`src/rtl/sram_rw_arbiter.sv`:
```
// Two-requester arbiter/sequencer for the read/write port of the 32x256 SRAM macro.
// One single-word access at a time; all outputs are registered.
module sram_rw_arbiter #(
  parameter int SRAM_ADDR_WD = 8,
  parameter int SRAM_DATA_WD = 32
) (
  input  logic                      wb_clk_i,
  input  logic                      rst_n,
  input  logic                      prio_fix,
  input  logic                      r0_req,
  input  logic                      r0_we,
  input  logic [SRAM_ADDR_WD-1:0]   r0_addr,
  input  logic [SRAM_DATA_WD/8-1:0] r0_wmask,
  input  logic [SRAM_DATA_WD-1:0]   r0_wdata,
  output logic                      r0_ack,
  output logic [SRAM_DATA_WD-1:0]   r0_rdata,
  input  logic                      r1_req,
  input  logic                      r1_we,
  input  logic [SRAM_ADDR_WD-1:0]   r1_addr,
  input  logic [SRAM_DATA_WD/8-1:0] r1_wmask,
  input  logic [SRAM_DATA_WD-1:0]   r1_wdata,
  output logic                      r1_ack,
  output logic [SRAM_DATA_WD-1:0]   r1_rdata,
  output logic                      sram_csb,
  output logic                      sram_web,
  output logic [SRAM_DATA_WD/8-1:0] sram_wmask,
  output logic [SRAM_ADDR_WD-1:0]   sram_addr,
  output logic [SRAM_DATA_WD-1:0]   sram_din,
  input  logic [SRAM_DATA_WD-1:0]   sram_dout,
  output logic                      busy
);

  typedef enum logic [1:0] {
    IDLE    = 2'd0,
    CMD     = 2'd1,
    RD_WAIT = 2'd2,
    DONE    = 2'd3
  } state_t;

  state_t state_r, nxt_s;
  logic   sel_s;
  logic   issue_s;
  logic   win_r;
  logic   last_r;

  // Winner selection and next-state logic; sram_web doubles as the latched read/write flag
  always_comb begin
    sel_s   = 1'b0;
    nxt_s   = state_r;
    issue_s = 1'b0;
    if (r0_req && r1_req) begin
      if (prio_fix) begin
        sel_s = 1'b0;
      end else begin
        sel_s = ~last_r;
      end
    end else if (r1_req) begin
      sel_s = 1'b1;
    end else begin
      sel_s = 1'b0;
    end
    case (state_r)
      IDLE: begin
        if (r0_req || r1_req) begin
          nxt_s   = CMD;
          issue_s = 1'b1;
        end else begin
          nxt_s = IDLE;
        end
      end
      CMD: begin
        if (sram_web) begin
          nxt_s = RD_WAIT;
        end else begin
          nxt_s = DONE;
        end
      end
      RD_WAIT: nxt_s = DONE;
      DONE:    nxt_s = IDLE;
      default: nxt_s = IDLE;
    endcase
  end

  // FSM state, busy flag, winner and last-grant pointer
  always_ff @(posedge wb_clk_i or negedge rst_n) begin
    if (!rst_n) begin
      state_r <= IDLE;
      busy    <= 1'b0;
      win_r   <= 1'b0;
      last_r  <= 1'b1;
    end else begin
      state_r <= nxt_s;
      busy    <= (nxt_s != IDLE);
      if (issue_s) begin
        win_r <= sel_s;
      end
      if (state_r == DONE) begin
        last_r <= win_r;
      end
    end
  end

  // Macro command registers: csb/web pulse for the CMD cycle only, addr/din/wmask hold otherwise
  always_ff @(posedge wb_clk_i or negedge rst_n) begin
    if (!rst_n) begin
      sram_csb   <= 1'b1;
      sram_web   <= 1'b1;
      sram_wmask <= '0;
      sram_addr  <= '0;
      sram_din   <= '0;
    end else if (issue_s) begin
      sram_csb  <= 1'b0;
      sram_web  <= sel_s ? ~r1_we : ~r0_we;
      sram_addr <= sel_s ? r1_addr : r0_addr;
      sram_din  <= sel_s ? r1_wdata : r0_wdata;
      if (sel_s ? r1_we : r0_we) begin
        sram_wmask <= sel_s ? r1_wmask : r0_wmask;
      end else begin
        sram_wmask <= '0;
      end
    end else begin
      sram_csb <= 1'b1;
      sram_web <= 1'b1;
    end
  end

  // Completion pulses and per-requester read data capture
  always_ff @(posedge wb_clk_i or negedge rst_n) begin
    if (!rst_n) begin
      r0_ack   <= 1'b0;
      r1_ack   <= 1'b0;
      r0_rdata <= '0;
      r1_rdata <= '0;
    end else begin
      r0_ack <= (nxt_s == DONE) && !win_r;
      r1_ack <= (nxt_s == DONE) && win_r;
      if (state_r == RD_WAIT) begin
        if (win_r) begin
          r1_rdata <= sram_dout;
        end else begin
          r0_rdata <= sram_dout;
        end
      end
    end
  end

endmodule

```
`config.mk`:
```
export PLATFORM = sky130hd
export DESIGN_NAME = sram_rw_arbiter
export DESIGN_NICKNAME = d
export VERILOG_FILES = /design/src/rtl/sram_rw_arbiter.sv
export SDC_FILE = /design/constraint.sdc
export NUM_CORES = 1
export LEC_CHECK = 0
export CAP_MARGIN = 20
export CORE_MARGIN = 2
export CORE_UTILIZATION = 41
export DETAILED_ROUTE_END_ITERATION = 12
export GPL_TIMING_DRIVEN = 0
export PLACE_DENSITY = 0.89
export SLEW_MARGIN = 30
export SYNTH_ARGS = -nofsm -noshare
export SYNTH_HDL_FRONTEND = slang
export SYNTH_SLANG_ARGS = --single-unit
```
`constraint.sdc`:
```
create_clock -name wb_clk_i -period 2 [get_ports wb_clk_i]
set_clock_uncertainty 0.1 [all_clocks]
set_input_delay 0.4 -clock wb_clk_i [delete_from_list [all_inputs] [get_ports wb_clk_i]]
set_output_delay 0.4 -clock wb_clk_i [all_outputs]
set_load 0.02 [all_outputs]
```
# ---- Word-level counts from Yosys, hierarchy flattened
# Index checks and enable logic that the tools add are counted.
dict set report op_classes {
  eq_ne 4
  n_mux 16
  n_bitwise 4
  n_reduce_logical 9
}
# cell count
set ops {}
lappend ops {{$mux W32} 1}
lappend ops {{$mux W1} 11}
lappend ops {{$mux W4} 2}
lappend ops {{$mux W8} 1}
lappend ops {{$pmux W2 S4} 1}
lappend ops {{$eq A2 B2 Y1 const B} 3}
lappend ops {{$not A1 Y1} 4}
lappend ops {{$reduce_and A2 Y1} 2}
lappend ops {{$logic_and A1 B1 Y1} 3}
lappend ops {{$eq A2 B1 Y1 const B} 1}
lappend ops {{$logic_not A2 Y1} 1}
lappend ops {{$reduce_bool A2 Y1} 1}
lappend ops {{$logic_not A1 Y1} 1}
lappend ops {{$logic_or A1 B1 Y1} 1}
dict set report word_totals {
  regBits 117
  wordCells 46
  output_inout_bits 113
}

# ---- Logic depth before layout (Yosys ltp)
dict set report depth {
  depth_word 5
  mapped_depth 7
  mapped_depth_nobuf 6
}

# ---- Worst setup path before layout
# OpenSTA, ideal clock, no wires.
dict set report synth_timing {
  path_kind {reg2reg}
  from {register state_r[0]}
  to {register r0_rdata[10]}
  period_less_slack_ns 1.671
  setup_time_ns 0.125
  setup_slack_ns 0.329
  stages_incl_launch_ff 7
  arrival_time_ns 1.446
  cell_sequence {dfrtp_1 > inv_1 > ha_1 > nor2b_1 > buf_2 > buf_6 > mux2_2}
}
dict set report synth_via {
  elab_chain_len 2
}
# element line
set synth_lines {}
lappend synth_lines {{from (decl)} 40} ;# state_t state_r, nxt_s;
lappend synth_lines {{from (signal assigned)} 92} ;# state_r <= nxt_s;
lappend synth_lines {{$eq A2 B2 Y1} 137} ;# if (state_r == RD_WAIT) begin
lappend synth_lines {{$reduce_and A2 Y1 (no source line)} -}
lappend synth_lines {{to (signal assigned)} 141} ;# r0_rdata <= sram_dout;
lappend synth_lines {{to (decl)} 16} ;# output logic [SRAM_DATA_WD-1:0] r0_rdata,
# Every way passes these cells.
# A chain may end at the register's enable or synchronous reset.

# ---- Worst setup path after layout
dict set report layout_timing {
  from {register sram_wmask[1]}
  to {output sram_wmask[1]}
}
# element line
set layout_rtl {}
lappend layout_rtl {{from (decl)} 26} ;# output logic [SRAM_DATA_WD/8-1:0] sram_wmask,
lappend layout_rtl {{from (signal assigned)} 117} ;# sram_wmask <= sel_s ? r1_wmask : r0_wmask;
# No word-level cell between the ends.

==> results.md <==
* Die area at ~13000 um^2
* Fin nets at 810
* Seq cells post-synth at between 100 and 150
* Post-synth cell types at 28
* Hold Path Class: input port to register
* First-pass GRT wire length at around 24000 um
* Drt pass-1 iters at 4
* Fin. max-slew vios at 0
* Net Sw Frac at 0.367
* # rows at 40
* Die Span Y at ~120 um
* Placed Cells incl. Taps at between 800 and 900
* Synth warn at 0
* Port buffer count at 238
* Worst Path Buf+Inv at 1
* Period utilization at 0.959
* # IOs at 240
* CP delay by family, top: buffers and inverters
* Synth area leaders: dfrtp_1, mux2_2, nand2_1
* Critical Path RT at around 1.5 ns
* Fmax achieved at 521 MHz
* Placed cell area at between 7000 and 8000 um^2
* Clk slew on worst S/H paths at around 0.060 ns
* Initial antenna violation count at 0
* Max-slew headroom at 0.674
* RSZ-0062 raised after global routing: no
* CTS Buf Count at 17
* Vias in the first global route at between 4000 and 5000
* Mean routed wirelength per cell at about 18 um
* Crit. End Element: primary output
* Syn-to-layout area delta at 63.5%
* Final setup violation count at 0
* GRT Total Usage at 0.230
* Die Span X at between 100 and 150 um
* CTS tree: done
* Root buffer cell: clkbuf_16
* Outcome: completed
* Post-Syn Area at just over 5000 um^2
* Setup bufs post-CTS at 0
* Slowest-stage cell, CP: clkdlybuf4s50_1
* Diode count at 0
* Fillers at approximately 870
* Endpoints failing hold at 0
* Kind of critical path: register to primary output
* Post-route ant nets at 0
* Leak Pwr at roughly 3.4 nW
* Post-route cell area at 8290 um^2
* Htree depth at 4
* Final min period at around 1.9 ns
* Max IR drop VDD at 0.737 mV
* Clock Power Share at 0.204
* Int Pwr at 0.00898 W
* Hold Slack at between 0.2 and 0.3 ns
* WP data arrival at about 1.4 ns
* Pwr per Cell Area at roughly 1700 nW/um^2
* Yosys top cell area share at 0.562
* Initial Util at 0.421
* R2R setup slack at between 0.1 and 0.15 ns
* Post-synth EDFFs at 0
* Post-synthesis net count at 551
* Mean Syn Cell Area at 12.1 um^2
* Final Non-Filler Cells at 859
* Total of max-cap violations at 0
* Syn Inst Count at around 420
* Peak fanout along the critical path at 2
* Pwr Total at roughly 0.014 W
* Seq/Total Area, Yosys at 0.578
* Core area at ~12000 um^2
* Dominant cell by count in the synthesized netlist: dfrtp_1
* Via Count at roughly 4400
* Final core occ at 0.688
* Dominant cell type by area after synthesis: dfrtp_1
* Slowest cell delay on critical path at 0.66 ns
* Fraction of registers with async set or reset after synthesis at 1.00
* Layout cell share with drive strength beyond 1 at 0.200
* Routed wire length at between 15000 and 20000 um
* Hpwl dp at 11500 um
* Most instantiated cells after synthesis: dfrtp_1, nand2_1, mux2_2
* Sink Count at around 120
* Routability cong. at between 0.7 and 0.8
* Reg power frac at 0.300
* Gate power share at 0.497
* Vias per std cell at between 5 and 6
* CP Launch Type: register
* Tightest Pin Transition at 0.489 ns
* Worst skew pair latency at approximately 0.40 ns
* Largest net degree at the start of global routing at 87
* Psw at roughly 0.0052 W
* Clock buffer depth at 2
* DRC violations left at 0
* Primary FF master, synth: dfrtp_1
* Iteration-0 DRC count of the detailed router at 233
* Crit path cell chain: clkdlybuf4s50_1
* Total grt overflow at 0
[power by group through the flow]
stage               combinational (W)  sequential, W  clock (W)
global placement              0.00687        0.00420          0
finish                        0.00705        0.00425    0.00289
global route                  0.00750        0.00437    0.00308
detailed placement            0.00708        0.00428          0
CTS                           0.00710        0.00426    0.00296
floorplan                     0.00237        0.00558          0
[final timing paths]
path                            endpoint  cells past startpoint     startpoint
max                        sram_wmask[1]                      1  sram_wmask[1]
min                             sram_web                      4         r0_req
max reg2reg                  r0_rdata[9]                      6     state_r[0]
min reg2reg                  r0_rdata[6]                      1    r0_rdata[6]
max in group asynchronous       sram_web                      3          rst_n
min in group asynchronous   r0_rdata[18]                      2          rst_n
[tightest hold or removal path: stages]
cell and delay (ns):
buf_6 0.11, nand2_1 0.05, a21oi_1 0.10, o21ai_0 0.08
[area by class of cell]
cell class,instances,area (um^2),area share
flip-flops and latches,117,2930,0.354
multi-input cells,262,1880,0.227
well taps,168,210,0.0253
inverters,4,18.8,0.00226
plain buffers,36,250,0.0302
clock inverters,10,96.3,0.0116
repair buffers,240,2420,0.292
clock buffers,22,484,0.0584
[layout by cell type (no fill, tap or decap), types with 2 or more instances in the layout]
cell type / count
clkdlybuf4s50_1: 235
dfrtp_1: 114
nand2_1: 82
mux2_2: 63
nand4_1: 44
o211ai_1: 40
buf_2: 17
clkbuf_16: 17
buf_6: 12
and3_1: 6
a21oi_1: 5
a221o_1: 4
ha_1: 4
clkbuf_8: 4
clkinvlp_4: 4
clkinv_2: 3
clkbuf_1: 3
clkbuf_2: 3
dfstp_2: 3
inv_1: 2
nor2b_1: 2
mux2_1: 2
buf_1: 2
inv_6: 2
dlygate4sd2_1: 2
[routing by layer]
layer  up-vias  track usage  share of wire
met4         0       0.0787          0.012
met1      2179        0.256           0.39
li1       2033            -              -
met3        16       0.0638          0.070
met5         -            0              0
met2       205        0.422           0.53
[registers in the layout, summed over array words and instances, names as in the netlist]
register / count
r1_ack: 1
last_r: 1
sram_addr: 8
sram_wmask: 4
r0_rdata: 32
r0_ack: 1
state_r: 2
r1_rdata: 32
sram_din: 32
win_r: 1
busy: 1
sram_web: 1
sram_csb: 1
[kinds of logic after synthesis]
group / synth area share
and+or+nand+nor: 0.131
DFF: 0.578
muxes: 0.144
AOI/OAI and AO/OA: 0.0824
buffers and inverters: 0.0523
adders and majority gates: 0.0123
[metrics by stage]
stage               TNS [ns]  setup WS [ns]
floorplan                  0          0.329
global placement     -443.19          -3.83
CTS                        0         0.0401
global route               0         0.0150
finish                     0         0.0814
detailed placement     -2.49         -0.118
[repair_timing]
item | in CTS | in global routing
gates cloned | 0 | 0
gates resized for setup | 2 | 7
hold buffers | 1 | 0
hold endpoints to repair | 31 | 0
setup endpoints to repair | 2 | 30
Note: power is estimated with default switching activity, not from simulation.
